[src/rtl/ram_share_ctrl_if.sv]
// Requester and RAM-side bundle for the shared single-port RAM controller.
// The controller uses the slave view; requesters and the RAM use the master view.
interface ram_share_ctrl_if #(
  parameter int AW = 4,
  parameter int DW = 4
);
  logic          req0;
  logic          req1;
  logic          we0;
  logic          we1;
  logic [AW-1:0] addr0;
  logic [AW-1:0] addr1;
  logic [DW-1:0] wdata0;
  logic [DW-1:0] wdata1;
  logic          ack0;
  logic          ack1;
  logic [DW-1:0] rdata0;
  logic [DW-1:0] rdata1;
  logic          busy;
  logic          ram_wr;
  logic [AW-1:0] ram_addr;
  logic [DW-1:0] ram_din;
  logic [DW-1:0] ram_dout;

  modport slave (
    input  req0, req1, we0, we1, addr0, addr1, wdata0, wdata1, ram_dout,
    output ack0, ack1, rdata0, rdata1, busy, ram_wr, ram_addr, ram_din
  );

  modport master (
    output req0, req1, we0, we1, addr0, addr1, wdata0, wdata1, ram_dout,
    input  ack0, ack1, rdata0, rdata1, busy, ram_wr, ram_addr, ram_din
  );
endinterface

[src/rtl/ram_share_ctrl.sv]
// Round-robin arbiter/sequencer letting two requesters share one 16x4 single-port RAM.
//
// state | meaning
// IDLE  | waiting for a request; arbitrates and latches the winner
// GRANT | RAM pins driven with the latched access for one cycle
// WAIT  | read data from RAM is valid; captured into rdata[sel]
// RESP  | one-cycle ack to the selected port
module ram_share_ctrl #(
  parameter int AW = 4,
  parameter int DW = 4
) (
  input  logic              clk,
  input  logic              rst,
  ram_share_ctrl_if.slave   bus
);
  typedef enum logic [1:0] {IDLE, GRANT, WAIT, RESP} state_t;

  state_t        state;
  state_t        state_nxt;
  logic          sel;
  logic          last;
  logic          lat_we;
  logic [AW-1:0] lat_addr;
  logic [DW-1:0] lat_din;
  logic [DW-1:0] rdata0_q;
  logic [DW-1:0] rdata1_q;
  logic          any_req;
  logic          pick;

  assign any_req = bus.req0 | bus.req1;
  // Port 1 wins when alone, or when both ask and port 1 was not served last.
  assign pick    = bus.req1 & (~bus.req0 | ~last);

  always_ff @(posedge clk or negedge rst) begin
    if (!rst) state <= IDLE;
    else      state <= state_nxt;
  end

  always_comb begin
    state_nxt  = state;
    bus.ack0   = 1'b0;
    bus.ack1   = 1'b0;
    bus.busy   = 1'b1;
    bus.ram_wr = 1'b0;
    case (state)
      IDLE: begin
        bus.busy = 1'b0;
        if (any_req) state_nxt = GRANT;
      end
      GRANT: begin
        bus.ram_wr = lat_we;
        state_nxt  = lat_we ? RESP : WAIT;
      end
      WAIT: state_nxt = RESP;
      RESP: begin
        bus.ack0  = ~sel;
        bus.ack1  = sel;
        state_nxt = IDLE;
      end
      default: state_nxt = IDLE;
    endcase
  end

  always_ff @(posedge clk or negedge rst) begin
    if (!rst) begin
      sel      <= 1'b0;
      last     <= 1'b1;
      lat_we   <= 1'b0;
      lat_addr <= '0;
      lat_din  <= '0;
      rdata0_q <= '0;
      rdata1_q <= '0;
    end else begin
      case (state)
        IDLE: begin
          if (any_req) begin
            sel      <= pick;
            lat_we   <= pick ? bus.we1    : bus.we0;
            lat_addr <= pick ? bus.addr1  : bus.addr0;
            lat_din  <= pick ? bus.wdata1 : bus.wdata0;
          end
        end
        WAIT: begin
          if (sel) rdata1_q <= bus.ram_dout;
          else     rdata0_q <= bus.ram_dout;
        end
        RESP: last <= sel;
        default: ;
      endcase
    end
  end

  // RAM address/data hold their last latched value outside GRANT.
  assign bus.ram_addr = lat_addr;
  assign bus.ram_din  = lat_din;
  assign bus.rdata0   = rdata0_q;
  assign bus.rdata1   = rdata1_q;
endmodule

[src/flat_wrapper.sv]
// flat-port wrapper written by rule: the top's interface ports become plain ports
module ram_share_ctrl_flat 
#(
  parameter int AW = 4,
  parameter int DW = 4
)
  (clk, rst, bus_req0, bus_req1, bus_we0, bus_we1, bus_addr0, bus_addr1, bus_wdata0, bus_wdata1, bus_ram_dout, bus_ack0, bus_ack1, bus_rdata0, bus_rdata1, bus_busy, bus_ram_wr, bus_ram_addr, bus_ram_din);
  ram_share_ctrl_if #(.AW(AW), .DW(DW)) bus_i ();
  input  logic clk;
  input  logic rst;
  input wire logic [$bits(bus_i.req0)-1:0] bus_req0;
  input wire logic [$bits(bus_i.req1)-1:0] bus_req1;
  input wire logic [$bits(bus_i.we0)-1:0] bus_we0;
  input wire logic [$bits(bus_i.we1)-1:0] bus_we1;
  input wire logic [$bits(bus_i.addr0)-1:0] bus_addr0;
  input wire logic [$bits(bus_i.addr1)-1:0] bus_addr1;
  input wire logic [$bits(bus_i.wdata0)-1:0] bus_wdata0;
  input wire logic [$bits(bus_i.wdata1)-1:0] bus_wdata1;
  input wire logic [$bits(bus_i.ram_dout)-1:0] bus_ram_dout;
  output wire logic [$bits(bus_i.ack0)-1:0] bus_ack0;
  output wire logic [$bits(bus_i.ack1)-1:0] bus_ack1;
  output wire logic [$bits(bus_i.rdata0)-1:0] bus_rdata0;
  output wire logic [$bits(bus_i.rdata1)-1:0] bus_rdata1;
  output wire logic [$bits(bus_i.busy)-1:0] bus_busy;
  output wire logic [$bits(bus_i.ram_wr)-1:0] bus_ram_wr;
  output wire logic [$bits(bus_i.ram_addr)-1:0] bus_ram_addr;
  output wire logic [$bits(bus_i.ram_din)-1:0] bus_ram_din;
  assign bus_i.req0 = bus_req0;
  assign bus_i.req1 = bus_req1;
  assign bus_i.we0 = bus_we0;
  assign bus_i.we1 = bus_we1;
  assign bus_i.addr0 = bus_addr0;
  assign bus_i.addr1 = bus_addr1;
  assign bus_i.wdata0 = bus_wdata0;
  assign bus_i.wdata1 = bus_wdata1;
  assign bus_i.ram_dout = bus_ram_dout;
  assign bus_ack0 = bus_i.ack0;
  assign bus_ack1 = bus_i.ack1;
  assign bus_rdata0 = bus_i.rdata0;
  assign bus_rdata1 = bus_i.rdata1;
  assign bus_busy = bus_i.busy;
  assign bus_ram_wr = bus_i.ram_wr;
  assign bus_ram_addr = bus_i.ram_addr;
  assign bus_ram_din = bus_i.ram_din;
  ram_share_ctrl #(.AW(AW), .DW(DW)) u_core (.clk(clk), .rst(rst), .bus(bus_i));
endmodule
[config.mk]
export PLATFORM = sky130hd
export DESIGN_NAME = ram_share_ctrl_flat
export DESIGN_NICKNAME = d
export VERILOG_FILES = /design/src/rtl/ram_share_ctrl_if.sv /design/src/rtl/ram_share_ctrl.sv /design/src/flat_wrapper.sv
export SDC_FILE = /design/constraint.sdc
export NUM_CORES = 1
export LEC_CHECK = 0
export CAP_MARGIN = 20
export CORE_ASPECT_RATIO = 0.9
export CORE_MARGIN = 2
export CORE_UTILIZATION = 36
export CTS_CLUSTER_DIAMETER = 80
export DETAILED_ROUTE_END_ITERATION = 7
export PLACE_DENSITY_LB_ADDON = 0.3
export SLEW_MARGIN = 0
export SYNTH_ARGS = -nofsm -noshare
export SYNTH_HDL_FRONTEND = slang
export SYNTH_SLANG_ARGS = --single-unit
export TNS_END_PERCENT = 50
[constraint.sdc]
create_clock -name clk -period 1.3 [get_ports clk]
set_input_delay 0.26 -clock clk [delete_from_list [all_inputs] [get_ports clk]]
set_output_delay 0.26 -clock clk [all_outputs]
set_load 0.05 [all_outputs]
==> metrics.csv <==
stage,metric,value,unit
synthesis,synthAdderAreaFrac,5.12,%
synthesis,synth_cell_types,19,
synthesis,yosys-top-cells-area,"dfrtp_1, mux2_2, a21oi_1, ha_1, nand2_1",
synthesis,synth_top_family_by_area,compound AO/OA/AOI/OAI gates,
route,drc,5,
timing,timing.fmax,0.622,GHz
critical_path,critical_path_peak_fanout,2,
synthesis,synth_xor_area_share,0,%
die,die-area,3150,um2
grt,antenna_found_initial,0,
critical_path,slowest_delay,0.42,ns
timing,report.final.slew_viol_count,0,
cells_and_area,layout_common_cells,"clkdlybuf4s50_1, buf_12, dfrtp_1",
cells_and_area,multi_input_area,529,um2
critical_path,crit_required,1.04,ns
grt,grt_start_max_net_pins,21,
critical_path,crit_arrival,1.35,ns
power,seqPwrFrac,24.5,%
timing,hold_viol,0,
die,start_util,38.9,%
route,dr.pass1.iters,6,
route,viasPerCell,5.02,
power,p_per_area,3030,nW/um2
critical_path,timing.rr.start,u_core.state[0],
route,wirelength,2570,um
power,p_leak,0.825,nW
route,num_vias,894,
synthesis,synth_nets,122,
power,switching_share,44.2,%
cells_and_area,final_nets,181,
synthesis,synthMuxAreaShare,10.4,%
cells_and_area,drive_gt1_share,42.7,%
min_path,hold_class,in2async,
clock_network,clock_sinks,21,
cells_and_area,area_growth,92.1,%
critical_path,cp_slowest_cell,dfrtp_1,
critical_path,crit_family,flip-flops,
die,io_pins,46,
placement,routabilityCongestion,0.691,
grt,track_usage,17.9,%
grt,gr-total-overflow,0,
cells_and_area,layout_commonest_cell,clkdlybuf4s50_1,
die,fp.dieH,53.4,um
clock_network,cts_root_buffer,clkbuf_4,
clock_network,numCtsBuffers,3,
route,drtIter0Drc,21,
clock_network,cts.htree.levels,1,
cells_and_area,seq_area,528,um2
synthesis,synth_compound_area_share,16.4,%
critical_path,rrSetupSlack,-0.18,ns
timing,timing.final.crit_period,1.61,ns
synthesis,syn_inst,92,
synthesis,syn_area,977,um2
synthesis,netlist.area_leader.share,51.2,%
die,rows,17,
clock_network,clock_latency,0.30,ns
cells_and_area,fill_cells,175,
critical_path,worst_r2r_path_depth,6,
die,die_w,58.9,um
die,core_area,2510,um2
synthesis,yosys_warnings,0,
power,p_int,3.17,mW
synthesis,synthSimpleGateAreaFrac,11.5,%
route,postRouteAntennaNets,0,
flow_run,cap_violations,0,
cells_and_area,final_util,74.8,%
route,wl_per_cell,14.5,um
outcome,status,"complete, but fails checks",
timing,worst_slack,-0.307,ns
power,p_comb_share,70.0,%
placement,place_ws,-0.275,ns
timing,min_period_over_period,124,%
outcome,violations,"DRC, setup timing",
placement,portBuffers,45,
placement,dpl.hpwl,1840,um
critical_path,rr_endpoint,u_core.bus.rdata1[3],
critical_path,critPathCaptureType,output port,
timing,tightestPinTransition,0.303,ns
cells_and_area,num_antenna_cells,0,
power,max-vdd-ir-drop,0.00171,V
timing,setup-violations-final,14,
critical_path,critPathLaunchType,flip-flop,
grt,grt_pass1_wl,4090,um
clock_network,path_clk_slew,0.11,ns
power,power_frac_clock,5.5,%
timing,max_slew_margin,79.7,%
timing,worst_clock_skew,0.00346,ns
timing,rsz0062_at_grt,yes,
grt,grt_pass1_vias,915,
power,switching_power,2.52,mW
synthesis,yosysSeqAreaShare,53.9,%
critical_path,setup.worst_path.class,reg2out,
synthesis,synth-seq-cells,21,
clock_network,cts.path.max_buffers,2,
synthesis,avgSynthCellArea,10.6,um2
synthesis,yosys.area.top_type,dfrtp_1,
clock_network,cts_tree,built,
critical_path,cp.buffers_inverters,3,
critical_path,worstPathCellList,inv_2 > buf_6 > ha_4 > and2_4 > buf_12,
logic make-up after synthesis:
group | count (synthesis)
AO/OA/AOI/OAI | 27
adder cells (fa/ha/maj) | 4
buffers and inverters | 5
flip-flops | 21
multiplexers | 9
AND/OR/NAND/NOR | 26
routing by layer:
metal / wire length (um) / up-vias / global-route usage [%]
met5: 0 / - / 0
met4: 30 / 0 / 6.82
met3: 244 / 4 / 5.62
met2: 1260 / 41 / 31.9
met1: 1040 / 421 / 19.8
li1: - / 428 / -
worst max-delay path by stage:
stage / startpoint / end / cells after the start / slack [ns]
2_1_floorplan: u_core.state[0] / u_core.state[0] / 5 / -0.05
3_3_place_gp: bus_req0 / u_core.state[0] / 4 / -0.21
3_5_place_dp: bus_req0 / u_core.state[0] / 4 / -0.28
4_1_cts: u_core.state[0] / bus_ram_wr / 4 / -0.29
5_1_grt: u_core.state[1] / bus_ram_wr / 5 / -0.36
6_report: u_core.state[1] / bus_ram_wr / 5 / -0.31
synthesized netlist by cell type (all sizes together):
cell type / n
o21a: 1
nor2b: 1
and2: 2
inv: 3
nand2b: 1
mux2: 9
a21oi: 18
o21ai: 6
or3b: 1
nor2: 9
ha: 4
nand2: 12
a21bo: 1
buf: 2
a21boi: 1
dfrtp: 20
dfstp: 1
per-stage QoR:
| step | area [um2] | std cells | hold slack (ns) | total power [mW] | setup TNS [ns] |
|---|---|---|---|---|---|
| finish | 1880 | 178 | 0.0983 | 5.69 | -2.55 |
| global route | 1880 | 178 | 0.0819 | 5.97 | -3.57 |
| CTS | 1840 | 176 | 0.0881 | 5.55 | -2.22 |
| detailed placement | 1690 | 168 | 0.426 | 4.83 | -2.89 |
| global placement | 1690 | 168 | 0.427 | 4.75 | -2.26 |
| floorplan | 980 | 92 | -0.0356 | 3.04 | -0.0719 |
power groups by stage:
stage,clock network (mW),logic [mW],registers [mW]
finish,0.315,3.98,1.39
global route,0.349,4.19,1.44
CTS,0.326,3.84,1.39
detailed placement,0,3.46,1.37
global placement,0,3.39,1.36
floorplan,0,0.942,2.09
timing repair:
item                                   CTS  global route
setup endpoints to repair               23            23
resized for setup                       26             7
setup buffers                            4             2
cloned                                   0             0
pin swaps                                2             0
hold buffers                             0             0
endpoints found under the hold margin    0             0
layout make-up:
cell class                 instances  share of cell area [%]
multi-input combinational         66                    28.2
tap                               28                    1.87
sequential                        21                    28.1
clock buffer                       4                    1.40
inverter                           3                   0.733
timing repair buffer              56                    39.7
sequential cells by signal, summed over array words and instances (netlist names):
name                 cells
u_core.bus.ram_addr      4
u_core.sel               1
u_core.last              1
u_core.bus.rdata1        4
u_core.lat_we            1
u_core.bus.ram_din       4
u_core.state             2
u_core.bus.rdata0        4
worst register-to-register path: stages, from the launching register on:
cell	delay, ns
dfrtp_2	0.43
inv_2	0.07
buf_4	0.13
buf_4	0.13
ha_4	0.17
nand2_2	0.11
mux2_2	0.35
(Power assumes the default switching activity.)
